===== src/rtl/sd_block_arbiter.sv =====
// Round-robin arbiter sharing one SD block-read controller between NUM_REQ voices.
// Each grant issues one block read and steers the returned bytes to the owning voice.
//
// state     | meaning
// ----------|--------------------------------------------------------------
// IDLE      | no owner; arbitrate when any req is set and sd_rdy is high
// ISSUE     | one-cycle sd_start; clear byte count, load the start timeout
// WAIT_BUSY | wait for sd_rdy to drop; timeout ends the grant with error
// XFER      | forward bytes to the owner until sd_rdy returns high
// FINISH    | one-cycle done/err pulse to the owner; advance rr_ptr
module sd_block_arbiter #(
  parameter int NUM_REQ       = 4,
  parameter int BLOCK_BYTES   = 512,
  parameter int START_TIMEOUT = 64
) (
  input  logic                   clk96m,
  input  logic                   rst,
  input  logic [NUM_REQ-1:0]     req,
  input  logic [32*NUM_REQ-1:0]  req_addr,
  output logic [NUM_REQ-1:0]     grant,
  output logic [7:0]             rd_data,
  output logic [NUM_REQ-1:0]     rd_valid,
  output logic [NUM_REQ-1:0]     done,
  output logic [NUM_REQ-1:0]     err,
  output logic [31:0]            sd_address,
  output logic                   sd_start,
  input  logic                   sd_rdy,
  input  logic [7:0]             sd_data,
  input  logic                   sd_data_valid,
  output logic                   busy
);

  localparam int PTR_W = (NUM_REQ > 1) ? $clog2(NUM_REQ) : 1;
  localparam int CNT_W = $clog2(BLOCK_BYTES + 2);
  localparam int TMO_W = (START_TIMEOUT > 1) ? $clog2(START_TIMEOUT) : 1;

  localparam logic [CNT_W-1:0] CNT_FULL = CNT_W'(BLOCK_BYTES);
  localparam logic [CNT_W-1:0] CNT_SAT  = CNT_W'(BLOCK_BYTES + 1);
  localparam logic [TMO_W-1:0] TMO_LOAD = TMO_W'(START_TIMEOUT - 1);
  localparam logic [PTR_W-1:0] PTR_LAST = PTR_W'(NUM_REQ - 1);

  localparam logic [2:0] S_IDLE      = 3'd0;
  localparam logic [2:0] S_ISSUE     = 3'd1;
  localparam logic [2:0] S_WAIT_BUSY = 3'd2;
  localparam logic [2:0] S_XFER      = 3'd3;
  localparam logic [2:0] S_FINISH    = 3'd4;

  logic [2:0]         state;
  logic [PTR_W-1:0]   rr_ptr;
  logic [PTR_W-1:0]   owner;
  logic [CNT_W-1:0]   byte_cnt;
  logic [TMO_W-1:0]   tmo_cnt;
  logic               err_flag;

  logic               pick_found;
  logic [PTR_W-1:0]   pick_idx;
  logic [PTR_W-1:0]   cand;
  logic [31:0]        pick_addr;
  logic [NUM_REQ-1:0] pick_onehot;

  // Scan from the highest offset down so the lowest offset from rr_ptr wins.
  always_comb begin
    pick_found = 1'b0;
    pick_idx   = '0;
    cand       = '0;
    for (int k = NUM_REQ - 1; k >= 0; k--) begin
      if (int'(rr_ptr) + k >= NUM_REQ) cand = PTR_W'(int'(rr_ptr) + k - NUM_REQ);
      else                             cand = PTR_W'(int'(rr_ptr) + k);
      if (req[cand]) begin
        pick_found = 1'b1;
        pick_idx   = cand;
      end
    end
  end

  always_comb begin
    pick_addr   = req_addr[{pick_idx, 5'b00000} +: 32];
    pick_onehot = '0;
    pick_onehot[pick_idx] = 1'b1;
  end

  always_ff @(posedge clk96m or posedge rst) begin
    if (rst) begin
      state      <= S_IDLE;
      grant      <= '0;
      owner      <= '0;
      rr_ptr     <= '0;
      sd_address <= '0;
      byte_cnt   <= '0;
      tmo_cnt    <= '0;
      err_flag   <= 1'b0;
      rd_data    <= '0;
      rd_valid   <= '0;
    end else begin
      rd_valid <= '0;
      case (state)
        S_IDLE: begin
          if (pick_found && sd_rdy) begin
            grant      <= pick_onehot;
            owner      <= pick_idx;
            sd_address <= pick_addr;
            state      <= S_ISSUE;
          end
        end
        S_ISSUE: begin
          byte_cnt <= '0;
          tmo_cnt  <= TMO_LOAD;
          err_flag <= 1'b0;
          state    <= S_WAIT_BUSY;
        end
        S_WAIT_BUSY: begin
          if (!sd_rdy) begin
            state <= S_XFER;
          end else if (tmo_cnt == '0) begin
            err_flag <= 1'b1;
            state    <= S_FINISH;
          end else begin
            tmo_cnt <= tmo_cnt - 1'b1;
          end
        end
        S_XFER: begin
          // Overflow bytes are counted (for err) but never forwarded.
          if (sd_data_valid) begin
            if (byte_cnt < CNT_FULL) begin
              rd_data  <= sd_data;
              rd_valid <= grant;
            end
            if (byte_cnt != CNT_SAT) byte_cnt <= byte_cnt + 1'b1;
          end
          if (sd_rdy) state <= S_FINISH;
        end
        S_FINISH: begin
          grant  <= '0;
          rr_ptr <= (owner == PTR_LAST) ? '0 : owner + 1'b1;
          state  <= S_IDLE;
        end
        default: state <= S_IDLE;
      endcase
    end
  end

  assign sd_start = (state == S_ISSUE);
  assign busy     = (state != S_IDLE);
  assign done     = (state == S_FINISH) ? grant : '0;
  assign err      = ((state == S_FINISH) && (err_flag || byte_cnt != CNT_FULL)) ? grant : '0;

endmodule


===== config.mk =====
export PLATFORM = sky130hd
export DESIGN_NAME = sd_block_arbiter
export DESIGN_NICKNAME = d
export VERILOG_FILES = /design/src/rtl/sd_block_arbiter.sv
export SDC_FILE = /design/constraint.sdc
export NUM_CORES = 1
export LEC_CHECK = 0
export CORE_MARGIN = 5
export CORE_UTILIZATION = 38
export DETAILED_ROUTE_END_ITERATION = 6
export GPL_TIMING_DRIVEN = 1
export PLACE_DENSITY = 0.78
export SLEW_MARGIN = 25
export SYNTH_ARGS = -nofsm -noshare
export SYNTH_HDL_FRONTEND = slang
export SYNTH_SLANG_ARGS = --single-unit
export TNS_END_PERCENT = 100

===== constraint.sdc =====
create_clock -name clk96m -period 1.9 [get_ports clk96m]
set_clock_uncertainty 0.05 [all_clocks]
set_input_delay 0.19 -clock clk96m [delete_from_list [all_inputs] [get_ports clk96m]]
set_output_delay 0.19 -clock clk96m [all_outputs]
set_load 0.1 [all_outputs]

==> flow_metrics.env <==
export IMPL_status="finished with violations"
export IMPL_failed_checks="setup timing"
export IMPL_synth_seq_area_share=0.419
export IMPL_fin_crit_ns=1.91
export IMPL_min_period_over_period=1.00
export IMPL_synth_distinct_cells=51
export IMPL_io_buffers=201
export IMPL_whs_ns=0.205
export IMPL_synth_top_area_frac=0.419
export IMPL_crit_family="simple AND/OR/NAND/NOR gates"
export IMPL_required_ns=1.66
export IMPL_grt_max_degree=32
export IMPL_max_freq_ghz=0.524
export IMPL_dr_pass1_iters=4
export IMPL_ys_ff_latch=72
export IMPL_cp_slowest_cell="dfrtp_1"
export IMPL_antennaDiodeCount=0
export IMPL_cp_max_fo=4
export IMPL_path_clk_slew_ns=0.06
export IMPL_drive_above_1_share=0.243
export IMPL_syn_cell_area_um2=4300
export IMPL_vias_per_cell=5.41
export IMPL_most_common_layout_cells="clkdlybuf4s50_1 (143), buf_4 (92), dfrtp_1 (69)"
export IMPL_postSynthAreaPerCell_um2=9.50
export IMPL_powerDensity_nw_per_um2=1630
export IMPL_finalSetupViolCount=4
export IMPL_synth_largest_area_cell="dfrtp_1"
export IMPL_grt_pass1_wl_um=23500
export IMPL_die_width_um=116
export IMPL_synthAdderAreaFrac=0.0174
export IMPL_cts_hold_fix_buffers=0
export IMPL_synth_top_family_by_area="compound AO/OA/AOI/OAI gates"
export IMPL_gp_congestion=0.900
export IMPL_rrSetupSlack_ns=0.11
export IMPL_rows=38
export IMPL_synth_area_mux_share=0.100
export IMPL_cts_tree="done"
export IMPL_core_area_um2=11000
export IMPL_worst_r2r_endpoint="byte_cnt[6]$_DFFE_PP0P_"
export IMPL_syn_inst=453
export IMPL_synthXorXnorAreaFrac=0.0265
export IMPL_synth_fp_nets=603
export IMPL_end_kind="output pin"
export IMPL_clkSinkCount=72
export IMPL_cp_cell_sequence="nor4b_4, a41oi_4, and2_4, buf_12"
export IMPL_tns_ns=-0.0219
export IMPL_async_flop_share=1.00
export IMPL_cts_root_buf="clkbuf_16"
export IMPL_synth_compound_area_share=0.213
export IMPL_gr_usage_all_layers=0.220
export IMPL_arrival_ns=1.67
export IMPL_cap_violations=0
export IMPL_die_y_um=116
export IMPL_synth_edff_count=0
export IMPL_synth_area_top_cells="dfrtp_1 (42%), mux2i_1 (7.7%), o211ai_1 (5.9%)"
export IMPL_syn2layout_area_growth_pct=67.1
export IMPL_hp_class="primary input to asynchronous set/reset pin"
export IMPL_cts_path_max_buffers=2
export IMPL_wl_um=14900
export IMPL_synthFlopType="dfrtp_1"
export IMPL_finalMaxSlewViolations=0
export IMPL_worstRegToRegCells=7
export IMPL_hpwl_um=11400
export IMPL_drc=0
export IMPL_crit_path_start_kind="flip-flop"
export IMPL_yosys_warnings=0
export IMPL_tightest_slew_ns=0.522
export IMPL_leakagePower_nw=3.17
export IMPL_drt_wirelength_per_cell_um=18.0
export IMPL_maxSlewHeadroom=0.652
export IMPL_grt_pass1_vias=4780
export IMPL_setup_slack_ns=-0.00729
export IMPL_start_util=0.392
export IMPL_drt_iter0_drc=192
export IMPL_utilization=0.655
export IMPL_overflow=0
export IMPL_vias=4493
export IMPL_clk_latency_ns=0.33
export IMPL_ir_drop_mv=1.16
export IMPL_finalNetCount=835
export IMPL_cts_buffers=9
export IMPL_rsz0062_at_grt="yes"
export IMPL_ant_nets=0
export IMPL_critPathKind="flip-flop to output pin"
export IMPL_final_hold_violation_count=0
export IMPL_synth_simple_area_share=0.170
export IMPL_path_buf_inv=1
export IMPL_max_stage_delay_ns=0.42
export IMPL_final_common_cell="clkdlybuf4s50_1"
export IMPL_dieArea_um2=13600
export IMPL_h_tree_depth=3
export IMPL_io_pins=202
export IMPL_regToRegStartpoint="byte_cnt[6]$_DFFE_PP0P_"
export IMPL_antenna_found_initial=0
-- final cells by class --
cell class | count | area (µm²)
repair buffers | 254 | 2500
flip-flops and latches | 72 | 1810
clock buffers | 9 | 225
fillers | 857 | 3790
multi-input cells | 339 | 2360
inverters | 9 | 37.5
well taps | 140 | 175
clock inverters | 7 | 78.8
-- stage by stage --
stage | power [W] | std cells | setup WS (ns) | cell area [µm²]
floorplan | 0.00776 | 453 | -0.0481 | 4320
global placement | 0.00977 | 806 | -0.216 | 6750
detailed placement | 0.00990 | 806 | -0.302 | 6750
CTS | 0.0117 | 829 | -0.0157 | 7150
global route | 0.0123 | 830 | -0.0641 | 7190
finish | 0.0117 | 830 | -0.00729 | 7190
-- layer usage --
metal / part of all wire / wire (µm) / up-vias / track usage
li1: - / - / 2104 / -
met4: 0.024 / 365 / 0 / 0.0851
met3: 0.070 / 1040 / 28 / 0.0461
met5: 0 / 0 / - / 0
met2: 0.52 / 7760 / 189 / 0.391
met1: 0.39 / 5780 / 2172 / 0.260
-- worst register-to-register path, delay by kind of cell (launching register included) --
kind                      cells  cell delay, ns
xor gates and xnor gates      1            0.20
AOI/OAI and AO/OA             1            0.14
and+or+nand+nor               3            0.59
buffers and inverters         2            0.27
DFF                           1            0.42
-- sequential cells by signal (all words and copies together) (netlist names), 2 cells and up --
signal,cells
grant,4
rr_ptr,2
byte_cnt,10
rd_data,8
owner,2
sd_address,32
rd_valid,4
state,3
tmo_cnt,6
-- cell usage after synthesis, types with 5 or more instances --
master    count
clkbuf_1     12
xor2_1       12
a21oi_1       8
and3_1        7
o211ai_1     34
ha_1          6
inv_1         9
buf_6         7
mux2_2        9
dfrtp_1      72
nand2_1      45
a21o_1       32
nand2b_1      5
nor2_1       17
nand3_1      41
and2_1        8
o21ai_0      38
nor2b_1       5
mux2i_1      33
buf_2        10
-- worst max-delay path by stage --
stage                            start                         end  slack (ns)  cells after the start
2_1_floorplan     state[1]$_DFFE_PP0P_                      err[0]       -0.05                      5
3_3_place_gp                    req[1]  sd_address[30]$_DFFE_PP0P_       -0.22                      7
3_5_place_dp                    req[2]  sd_address[17]$_DFFE_PP0P_       -0.30                      7
4_1_cts        byte_cnt[4]$_DFFE_PP0P_                      err[0]       -0.02                      4
5_1_grt        byte_cnt[6]$_DFFE_PP0P_                      err[2]       -0.06                      4
6_report       byte_cnt[6]$_DFFE_PP0P_                      err[2]      -0.007                      4
-- cell families after synthesis --
kind of cell | count (synthesis)
mux | 42
simple gates | 146
xor+xnor | 13
buf+inv | 42
flops | 72
compound gates | 132
fa+ha+maj | 6
-- power breakdown --
group          internal [W]  switching [W]  leakage (nW)  total [W]
sequential          0.00211       0.000436         0.894    0.00255
combinational       0.00226        0.00522          2.13    0.00747
clock               0.00103       0.000683         0.139    0.00171
total               0.00540        0.00634          3.17     0.0117
-- timing repair --
action	in CTS	in global routing
gates resized for setup	11	8
pin swaps	3	5
endpoints found under the setup margin	5	23
buffers inserted	7	1
Note: power is estimated with default switching activity, not from simulation.
